**src/rtl/f2f_pkg.sv**
```systemverilog
// Shared definitions for the pipelined float-to-fixed converter: rounding
// modes, operand classes and exponent-width helpers.
package f2f_pkg;

  localparam logic RND_TRUNC = 1'b0;
  localparam logic RND_RNE   = 1'b1;

  typedef enum logic [2:0] {
    ZERO,
    NORM,
    DENORM,
    INF,
    NAN
  } f2f_class_e;

  function automatic int exp_bias(input int exponent_bits);
    return (1 << (exponent_bits - 1)) - 1;
  endfunction

  // Signed width that holds any unbiased exponent, including 1-bias for denormals.
  function automatic int unbiased_width(input int exponent_bits);
    return exponent_bits + 2;
  endfunction

endpackage

```
**src/rtl/f2f_round_sat.sv**
```systemverilog
// Final stage of the converter: round the aligned magnitude, apply the sign
// and clamp to the two's complement range, raising overflow or exception.
module f2f_round_sat
  import f2f_pkg::*;
#(
  parameter int FIXEDSIZE = 32
) (
  input  logic                 sign,
  input  logic [FIXEDSIZE:0]   mag,
  input  logic                 guard,
  input  logic                 sticky,
  input  logic                 pre_ovf,
  input  logic                 exc,
  input  logic                 round_mode,
  output logic [FIXEDSIZE-1:0] fixed,
  output logic                 overflow,
  output logic                 exception
);

  localparam logic [FIXEDSIZE-1:0] MAX_VAL = {1'b0, {(FIXEDSIZE-1){1'b1}}};
  localparam logic [FIXEDSIZE-1:0] MIN_VAL = {1'b1, {(FIXEDSIZE-1){1'b0}}};
  // Magnitude limits: max for positive results, |min| = max+1 for negative ones.
  localparam logic [FIXEDSIZE+1:0] POS_LIMIT = {2'b00, MAX_VAL};
  localparam logic [FIXEDSIZE+1:0] NEG_LIMIT = {2'b00, MIN_VAL};

  logic                 inc;
  logic [FIXEDSIZE+1:0] rounded;

  always_comb begin
    inc       = (round_mode == RND_RNE) && guard && (sticky || mag[0]);
    rounded   = {1'b0, mag} + {{(FIXEDSIZE+1){1'b0}}, inc};
    fixed     = '0;
    overflow  = 1'b0;
    exception = 1'b0;
    if (exc) begin
      exception = 1'b1;
    end else if (pre_ovf || (!sign && rounded > POS_LIMIT) || (sign && rounded > NEG_LIMIT)) begin
      overflow = 1'b1;
      fixed    = sign ? MIN_VAL : MAX_VAL;
    end else if (sign) begin
      fixed = -rounded[FIXEDSIZE-1:0];
    end else begin
      fixed = rounded[FIXEDSIZE-1:0];
    end
  end

endmodule

```
**src/rtl/float2fixed_pipe.sv**
```systemverilog
// Three-stage float-to-fixed converter (unpack, align, round/saturate) with
// a per-transaction radix point and elastic valid/ready flow control.
module float2fixed_pipe
  import f2f_pkg::*;
#(
  parameter int FLOATSIZE      = 32,
  parameter int EXPONENTBITS   = 8,
  parameter int MANTISSABITS   = 23,
  parameter int FIXEDSIZE      = 32,
  parameter int RADIXPOINTSIZE = 6
) (
  input  logic                      Clock,
  input  logic                      ResetN,
  input  logic                      InValid,
  output logic                      InReady,
  input  logic [FLOATSIZE-1:0]      InFloat,
  input  logic [RADIXPOINTSIZE-1:0] InRadixPoint,
  input  logic                      InRoundMode,
  output logic                      OutValid,
  input  logic                      OutReady,
  output logic [FIXEDSIZE-1:0]      OutFixed,
  output logic                      OutOverflow,
  output logic                      OutException
);

  localparam int BIAS = exp_bias(EXPONENTBITS);
  localparam int EW   = unbiased_width(EXPONENTBITS);
  localparam int SW   = MANTISSABITS + 1;
  localparam int MW   = FIXEDSIZE + 1;

  // Handshake: a beat moves on a rising edge where valid && ready; valid never
  // waits on ready, and a stalled output holds its data until accepted.
  logic s1_valid, s2_valid;
  logic s1_free, s2_free, s3_free;

  assign s3_free = !OutValid || OutReady;
  assign s2_free = !s2_valid || s3_free;
  assign s1_free = !s1_valid || s2_free;
  assign InReady = ResetN && s1_free;

  logic [EXPONENTBITS-1:0] exp_field;
  logic [MANTISSABITS-1:0] man_field;
  logic                    u_sign;
  logic signed [EW-1:0]    u_exp;
  logic [SW-1:0]           u_sig;
  f2f_class_e              u_cls;

  assign exp_field = InFloat[FLOATSIZE-2 -: EXPONENTBITS];
  assign man_field = InFloat[MANTISSABITS-1:0];

  always_comb begin
    u_sign = InFloat[FLOATSIZE-1];
    u_sig  = {1'b1, man_field};
    u_exp  = $signed({2'b00, exp_field}) - $signed(EW'(BIAS));
    u_cls  = NORM;
    if (exp_field == '0) begin
      u_sig = {1'b0, man_field};
      u_exp = $signed(EW'(1 - BIAS));
      u_cls = (man_field == '0) ? ZERO : DENORM;
    end else if (&exp_field) begin
      u_cls = (man_field == '0) ? INF : NAN;
    end
  end

  logic                      s1_sign, s1_mode;
  logic signed [EW-1:0]      s1_exp;
  logic [SW-1:0]             s1_sig;
  f2f_class_e                s1_cls;
  logic [RADIXPOINTSIZE-1:0] s1_radix;

  always_ff @(posedge Clock or negedge ResetN) begin
    if (!ResetN) begin
      s1_valid <= 1'b0;
      s1_sign  <= 1'b0;
      s1_mode  <= RND_TRUNC;
      s1_exp   <= '0;
      s1_sig   <= '0;
      s1_cls   <= ZERO;
      s1_radix <= '0;
    end else if (s1_free) begin
      s1_valid <= InValid;
      if (InValid) begin
        s1_sign  <= u_sign;
        s1_mode  <= InRoundMode;
        s1_exp   <= u_exp;
        s1_sig   <= u_sig;
        s1_cls   <= u_cls;
        s1_radix <= InRadixPoint;
      end
    end
  end

  // Alignment: the significand is worth sig * 2^sh LSBs of the result.
  int              sh, rsh;
  logic [SW+MW-1:0] lsh;
  logic [2*SW:0]    rs;
  logic [MW-1:0]    a_mag;
  logic             a_guard, a_sticky, a_ovf, a_exc;

  always_comb begin
    lsh      = '0;
    rs       = '0;
    a_mag    = '0;
    a_guard  = 1'b0;
    a_sticky = 1'b0;
    a_ovf    = 1'b0;
    sh       = int'(s1_exp) - MANTISSABITS + int'(s1_radix);
    rsh      = -sh;
    a_exc    = (s1_cls == NAN) || (int'(s1_radix) > FIXEDSIZE - 1);
    if (s1_cls == INF) begin
      a_ovf = 1'b1;
    end else if (s1_cls == NORM || s1_cls == DENORM) begin
      if (sh > MW) begin
        a_ovf = 1'b1;
      end else if (sh >= 0) begin
        lsh   = {{MW{1'b0}}, s1_sig} << sh;
        a_ovf = |lsh[SW+MW-1:MW];
        a_mag = lsh[MW-1:0];
      end else if (rsh > SW + 1) begin
        a_sticky = |s1_sig;
      end else begin
        rs       = {s1_sig, {(SW+1){1'b0}}} >> rsh;
        a_mag    = MW'(rs[2*SW:SW+1]);
        a_guard  = rs[SW];
        a_sticky = |rs[SW-1:0];
      end
    end
  end

  logic          s2_sign, s2_mode, s2_guard, s2_sticky, s2_ovf, s2_exc;
  logic [MW-1:0] s2_mag;

  always_ff @(posedge Clock or negedge ResetN) begin
    if (!ResetN) begin
      s2_valid  <= 1'b0;
      s2_sign   <= 1'b0;
      s2_mode   <= RND_TRUNC;
      s2_guard  <= 1'b0;
      s2_sticky <= 1'b0;
      s2_ovf    <= 1'b0;
      s2_exc    <= 1'b0;
      s2_mag    <= '0;
    end else if (s2_free) begin
      s2_valid <= s1_valid;
      if (s1_valid) begin
        s2_sign   <= s1_sign;
        s2_mode   <= s1_mode;
        s2_guard  <= a_guard;
        s2_sticky <= a_sticky;
        s2_ovf    <= a_ovf;
        s2_exc    <= a_exc;
        s2_mag    <= a_mag;
      end
    end
  end

  logic [FIXEDSIZE-1:0] r_fixed;
  logic                 r_ovf, r_exc;

  f2f_round_sat #(.FIXEDSIZE(FIXEDSIZE)) u_round_sat (
    .sign      (s2_sign),
    .mag       (s2_mag),
    .guard     (s2_guard),
    .sticky    (s2_sticky),
    .pre_ovf   (s2_ovf),
    .exc       (s2_exc),
    .round_mode(s2_mode),
    .fixed     (r_fixed),
    .overflow  (r_ovf),
    .exception (r_exc)
  );

  always_ff @(posedge Clock or negedge ResetN) begin
    if (!ResetN) begin
      OutValid     <= 1'b0;
      OutFixed     <= '0;
      OutOverflow  <= 1'b0;
      OutException <= 1'b0;
    end else if (s3_free) begin
      OutValid <= s2_valid;
      if (s2_valid) begin
        OutFixed     <= r_fixed;
        OutOverflow  <= r_ovf;
        OutException <= r_exc;
      end
    end
  end

endmodule

```
**config.mk**
```make
export PLATFORM = sky130hd
export DESIGN_NAME = float2fixed_pipe
export DESIGN_NICKNAME = d
export VERILOG_FILES = /design/src/rtl/f2f_pkg.sv /design/src/rtl/f2f_round_sat.sv /design/src/rtl/float2fixed_pipe.sv
export SDC_FILE = /design/constraint.sdc
export NUM_CORES = 1
export LEC_CHECK = 0
export ABC_AREA = 1
export ABC_CLOCK_PERIOD_IN_PS = 5200
export CAP_MARGIN = 5
export CORE_MARGIN = 2
export CORE_UTILIZATION = 43
export DETAILED_ROUTE_END_ITERATION = 12
export GPL_ROUTABILITY_DRIVEN = 0
export HOLD_SLACK_MARGIN = 0.08
export PLACE_DENSITY = 0.71
export SLEW_MARGIN = 40
export SYNTH_ARGS = -nofsm -noshare
export SYNTH_HDL_FRONTEND = slang
export SYNTH_SLANG_ARGS = --single-unit
```
**constraint.sdc**
```tcl
create_clock -name Clock -period 5.2 [get_ports Clock]
set_input_delay 0.52 -clock Clock [delete_from_list [all_inputs] [get_ports Clock]]
set_output_delay 0.52 -clock Clock [all_outputs]
set_load 0.05 [all_outputs]
```
==> results of run 1 <==
## per-stage QoR
stage | std cells | power, W | hold slack, ns | util (%)
3_3_place_gp | 2253 | 0.00813 | 0.458 | 47.4
2_1_floorplan | 1913 | 0.00653 | 0.224 | -
6_report | 2286 | 0.00967 | 0.479 | 50.0
3_5_place_dp | 2253 | 0.00819 | 0.469 | 47.5
5_1_grt | 2286 | 0.0105 | 0.493 | 50.0
4_1_cts | 2285 | 0.00950 | 0.484 | 49.9
## worst max-delay path by stage
stage                        endpoint  slack [ns]  depth (start not counted)
6_report       s2_mag[22]$_DFFE_PN0P_        0.33                         22
5_1_grt         s2_sticky$_DFFE_PN0P_       0.006                         32
3_3_place_gp   s2_mag[22]$_DFFE_PN0P_        0.46                         22
3_5_place_dp    s2_sticky$_DFFE_PN0P_        0.44                         32
4_1_cts         s2_sticky$_DFFE_PN0P_        0.27                         36
2_1_floorplan   s2_sticky$_DFFE_PN0P_        0.87                         35
## power breakdown
part	total, W	switching, W	internal, W
combinational	0.00700	0.00490	0.00211
sequential	0.00139	0.000210	0.00118
clock	0.00127	0.000472	0.000802
total	0.00967	0.00558	0.00409
## final cells by class
class / count / area, µm²
Inverter: 160 / 602
Clock inverter: 14 / 196
Clock buffer: 17 / 425
Tap cell: 335 / 419
Sequential cell: 120 / 3000
Timing Repair Buffer: 105 / 991
Multi-Input combinational cell: 1535 / 7480
Fill cell: 2720 / 13100
## logic make-up after synthesis
group	Yosys count	share of synthesized area (%)
simple gates	1174	43.5
compound gates	276	13.5
buf+inv	258	9.38
flops	120	26.1
xor+xnor	55	4.18
fa+ha+maj	30	3.33
## registers in the layout (all words and copies together) (netlist names), 3 cells and up
signal and cells:
s1_radix 6, s1_cls 3, OutFixed 32, s2_mag 33, s1_exp 9, s1_sig 24
## metal layers
metal / vias to the layer above / GRT usage, % / share of wire (%)
met5: - / 0 / 0
met3: 91 / 3.47 / 6.6
met2: 519 / 41.8 / 46
met1: 5719 / 33.3 / 44
li1: 6319 / - / -
met4: 0 / 9.98 / 3.6
## repair_timing
action,CTS,global route
hold buffers,1,0
endpoints found under the hold margin,24,0
setup endpoints to repair,0,3
resized for setup,0,6
## cell usage in the layout, fill, tap and decap left out, drive strengths merged, types with 3 or more instances in the layout
master / n
ha: 29
buf: 27
nor2: 134
xnor2: 14
o32ai: 3
o211ai: 10
nor3: 27
o221ai: 14
o21ai: 148
nand2: 785
clkinvlp: 3
clkbuf: 17
nand3b: 3
a31oi: 4
a21boi: 3
inv: 157
nand3: 136
dfrtp: 120
nand4: 65
nor4: 12
o22ai: 10
clkdlybuf4s50: 77
a21o: 7
xor2: 41
or2: 7
a21oi: 64
clkinv: 10
bufinv: 4
==> impl_metrics.yaml, run 1 <==
final_layout:
  n_antenna_cell: 0
  design_area_mm2: 0.0131
  drive_gt1_share_pct: 5.89
  final_nets: 2012
  area_growth_syn_to_layout_pct: 13.9
synth:
  synth_cell_types: 57
  synth.area.top_cells: "dfrtp_1 26%, nand2_1 25%, nand3_1 5.7%, inv_1 4.7%, o21ai_0 4.4%"
  synth.net_count: 1986
  syn_area_mm2: 0.0115
  synth.avg_cell_area_um2: 6.02
  synth_most_common_cell: "nand2_1"
  synth-edff-count: 0
  synthFlopType: "dfrtp_1"
  async_flop_share_pct: 100
  synth_common_cells: "773 x nand2_1, 145 x inv_1, 130 x nand3_1"
  ys_seq_area_share_pct: 26.1
  synth_top_area_share_pct: 26.1
  synth.largest_area_cell: "dfrtp_1"
  netlist_instances: 1913
  yosysWarningCount: 0
  synth.ff_latch_count: 120
clock_tree:
  cts_buffers: 17
  path_clk_slew_ns: 0.06
  cts-root-buf: "clkbuf_16"
  cts_sinks: 120
  clock_latency_ns: 0.44
  postCtsSetupBuffers: 0
  tritoncts: "done"
  cts_htree_levels: 4
  cts_buffer_depth: 2
sta:
  drv_slew: 0
  final.setup.tns_ns: 0
  skew_ns: 0.0138
  timing.final.ws_setup_ns: 0.326
  setup_violations: 0
  worst_pin_slew_ns: 0.809
  maxSlewHeadroom_pct: 46.0
  fin_crit_sh_pct: 93.7
  timing.final.hold_violations: 0
  grt_setup_unrepaired: "false"
  fin_crit_ns: 4.87
  max_freq_ghz: 0.205
drt:
  wl_per_cell_um: 15.3
  vias: 12648
  firstDrtPassIters: 7
  final_antenna_net_count: 0
  drtIter0Drc: 1361
  wl_mm: 35.0
  drc_errors: 0
  viasPerCell: 5.53
critical_path:
  crit_family: "simple AND/OR/NAND/NOR gates"
  r2r-start: "s1_exp[1]$_DFFE_PN0P_"
  crit_path_end_kind: "flip-flop"
  cp-start-kind: "flip-flop"
  cp.required_ns: 5.52
  r2r_end: "s2_mag[22]$_DFFE_PN0P_"
  crit_chain: "ha_1 > ha_1 > fa_2 > nand3_1 > nand3_1 > nand2_2 > buf_4 > inv_2 > nor2_1 > nand3_1 > nor2_1 > nor2_2 > nor2_8 > nand4_1 > a41o_1 > nand2_1 > inv_2 > nor2_2 > nand2_2 > inv_2 > nand3_2 > o221ai_1"
  crit_type: "reg -> reg"
  crit_buf_inv: 4
  cp_slowest_stage_delay_ns: 0.39
  cp.arrival_ns: 5.19
  r2r_slack_ns: 0.33
  worst_path_max_delay_cell: "fa_2"
  crit_fanout: 29
  worstSetupStartpoint: "s1_exp[1]$_DFFE_PN0P_"
  worstRegToRegCells: 22
global_route:
  grt.total_usage_pct: 25.2
  antenna_found_initial: 0
  grt_pass1_vias: 11672
  grt_pass1_wl_mm: 58.0
  overflow: 0
  grt_max_degree: 57
status:
  status: "finished clean"
floorplan:
  fp-row-count: 59
  io-pin-count: 79
  coreArea_mm2: 0.0262
  dieArea_mm2: 0.0281
  start_util_pct: 43.9
  die_h_um: 168
  die_x_um: 168
placement:
  dp_hpwl_mm: 26.6
  dp_worst_setup_slack_ns: 0.442
  port_buffers: 78
  place_area_mm2: 0.0124
min_path:
  min_to: "OutFixed[13]$_DFFE_PN0P_"
  hold_path.class: "reg -> reg"
  hold_depth: 1
  min_from: "OutFixed[13]$_DFFE_PN0P_"
power:
  pwr_density_cell_mw_per_mm2: 737
  vdd_ir_drop_max_uv: 392
  p_leak_nw: 6.49
job:
  max-cap-violations: 0
No activity file was read; power rests on OpenSTA's default activity.
==> inputs of run 2 (changes only) <==
--- a/config.mk
+++ b/config.mk
@@ -8,12 +8,14 @@
 export ABC_AREA = 1
 export ABC_CLOCK_PERIOD_IN_PS = 5200
 export CAP_MARGIN = 5
+export CORE_ASPECT_RATIO = 1.1
 export CORE_MARGIN = 2
-export CORE_UTILIZATION = 43
+export CORE_UTILIZATION = 61
 export DETAILED_ROUTE_END_ITERATION = 12
 export GPL_ROUTABILITY_DRIVEN = 0
 export HOLD_SLACK_MARGIN = 0.08
-export PLACE_DENSITY = 0.71
+export PLACE_DENSITY = 0.92
+export SETUP_SLACK_MARGIN = 0.3
 export SLEW_MARGIN = 40
 export SYNTH_ARGS = -nofsm -noshare
 export SYNTH_HDL_FRONTEND = slang
==> run 2 against run 1 <==
Against the previous run:
- maximum frequency decreased by 0.30%
- sequential power about the same
- worst hold slack got worse by 0.38 ns
- register-to-register slack barely moved
- non-clock buffer count increased by 4
- final cell count down 3.7%
- design area up 0.75%
- critical endpoint is now s2_sticky$_DFFE_PN0P_
- largest cell class unchanged
==> impl_metrics.yaml, run 2 (same netlist as run 1, synthesis figures left out) <==
status:
  status: "finished clean"
clock_tree:
  clock_latency_ns: 0.44
  cts_buffer_depth: 2
  cts_sinks: 120
  cts-root-buf: "clkbuf_16"
  tritoncts: "done"
  cts_buffers: 17
  path_clk_slew_ns: 0.06
  holdBufCountCts: 0
  cts_htree_levels: 4
floorplan:
  io-pin-count: 79
  start_util_pct: 62.3
  die_x_um: 135
  dieArea_mm2: 0.0200
  die_h_um: 148
  coreArea_mm2: 0.0185
  fp-row-count: 52
placement:
  place_area_mm2: 0.0123
  port_buffers: 78
  dp_worst_setup_slack_ns: 0.249
  dp_hpwl_mm: 25.2
drt:
  drtIter0Drc: 1959
  final_antenna_net_count: 0
  wl_per_cell_um: 16.7
  firstDrtPassIters: 8
  drc_errors: 0
  vias: 13639
  viasPerCell: 6.19
  wl_mm: 36.9
global_route:
  grt.total_usage_pct: 35.6
  grt_max_degree: 72
  grt_pass1_wl_mm: 57.6
  antenna_found_initial: 1
  grt_pass1_vias: 12024
  overflow: 0
final_layout:
  area_growth_syn_to_layout_pct: 14.8
  largestRegisters: "s2_mag x33, OutFixed x32, s1_sig x24"
  drive_gt1_share_pct: 7.41
  largest_register: "s2_mag"
  final_cell_mix: "763 x nand2_1, 143 x inv_1, 125 x nand3_1"
  final_common_cell: "nand2_1"
  largest_reg_flops: 33
  design_area_mm2: 0.0132
  final_nets: 2019
sta:
  fin_crit_sh_pct: 94.0
  hold_ws_ns: 0.102
  drv_slew: 0
  maxSlewHeadroom_pct: 46.6
  final.setup.tns_ns: 0
  setup_violations: 0
  timing.final.hold_violations: 0
  timing.final.ws_setup_ns: 0.311
  worst_pin_slew_ns: 0.800
  max_freq_ghz: 0.205
  fin_crit_ns: 4.89
  skew_ns: 0.0129
  grt_setup_unrepaired: "false"
power:
  pwr_density_cell_mw_per_mm2: 750
  vdd_ir_drop_max_uv: 386
  p_leak_nw: 6.53
min_path:
  hold_path.class: "in -> async"
job:
  max-cap-violations: 0
critical_path:
  cp_slowest_stage_delay_ns: 0.40
  worst_path_max_delay_cell: "dfrtp_1"
  crit_type: "reg -> reg"
  cp.arrival_ns: 5.27
  path_common_cell: "nand2_1"
  crit_path_end_kind: "flip-flop"
  worstRegToRegCells: 30
  crit_fanout: 6
  cp.required_ns: 5.58
  cp-start-kind: "flip-flop"
-- run 2: changes by cell type in the layout (fill, tap and decap cells not counted), moves of 4 or more --
cell and delta:
nand2_1 -9, buf_6 +5, nand3_1 -4, ha_1 -6, nand2_2 +9, ha_4 +5
-- run 2: where the power goes --
part	internal, W	switching (W)
sequential	0.00118	0.000219
clock	0.000810	0.000456
combinational	0.00214	0.00511
-- run 2: path summary, 6_finish.rpt --
check | endpoint | slack [ns] | start
setup / recovery | s2_sticky$_DFFE_PN0P_ | 0.31 | s1_exp[2]$_DFFE_PN0P_
min in group Clock | OutFixed[16]$_DFFE_PN0P_ | 0.48 | OutFixed[16]$_DFFE_PN0P_
max in group asynchronous | OutFixed[3]$_DFFE_PN0P_ | 4.01 | ResetN
hold / removal | OutFixed[15]$_DFFE_PN0P_ | 0.10 | ResetN
hold reg to reg | OutFixed[16]$_DFFE_PN0P_ | 0.48 | OutFixed[16]$_DFFE_PN0P_
setup reg to reg | s2_sticky$_DFFE_PN0P_ | 0.31 | s1_exp[2]$_DFFE_PN0P_
-- run 2: area by class of cell --
class | count | area, µm²
inverter | 160 | 607
sequential | 120 | 3000
timing repair buffer | 109 | 1030
fill | 1482 | 5260
clock inverter | 12 | 176
antenna | 1 | 2.50
clock buffer | 19 | 443
tap | 243 | 304
multi-input combinational | 1538 | 7650
-- run 2: through the flow --
stage	power, W	utilization (%)	std cells
4_1_cts	0.00939	70.1	2190
6_report	0.00991	71.5	2202
5_1_grt	0.0107	71.5	2201
2_1_floorplan	0.00653	-	1913
3_5_place_dp	0.00807	66.7	2159
3_3_place_gp	0.00790	66.6	2159
-- run 2: layer usage --
layer  global-route usage (%)  vias to the layer above  wire (µm)  part of all wire (%)
met5                        0                        -          0                     0
met4                     22.5                        0       3000                   8.1
met3                     8.38                      293       3970                    11
met2                     56.2                      959      16200                    44
met1                     43.7                     6055      13700                    37
li1                         -                     6332          -                     -
-- run 2: worst max-delay path: cells and delay by family (launching register included) --
kind / cells / cell delay (ns)
adder cells (fa/ha/maj): 3 / 0.93
buffers and inverters: 1 / 0.14
flip-flops: 1 / 0.40
AND/OR/NAND/NOR: 26 / 3.38
-- run 2: what timing repair did --
action	4_1_cts	5_1_grt
setup buffers	0	7
setup endpoints to repair	1	28
gates cloned	0	4
hold endpoints to repair	0	0
pin swaps	0	10
gates resized for setup	2	43
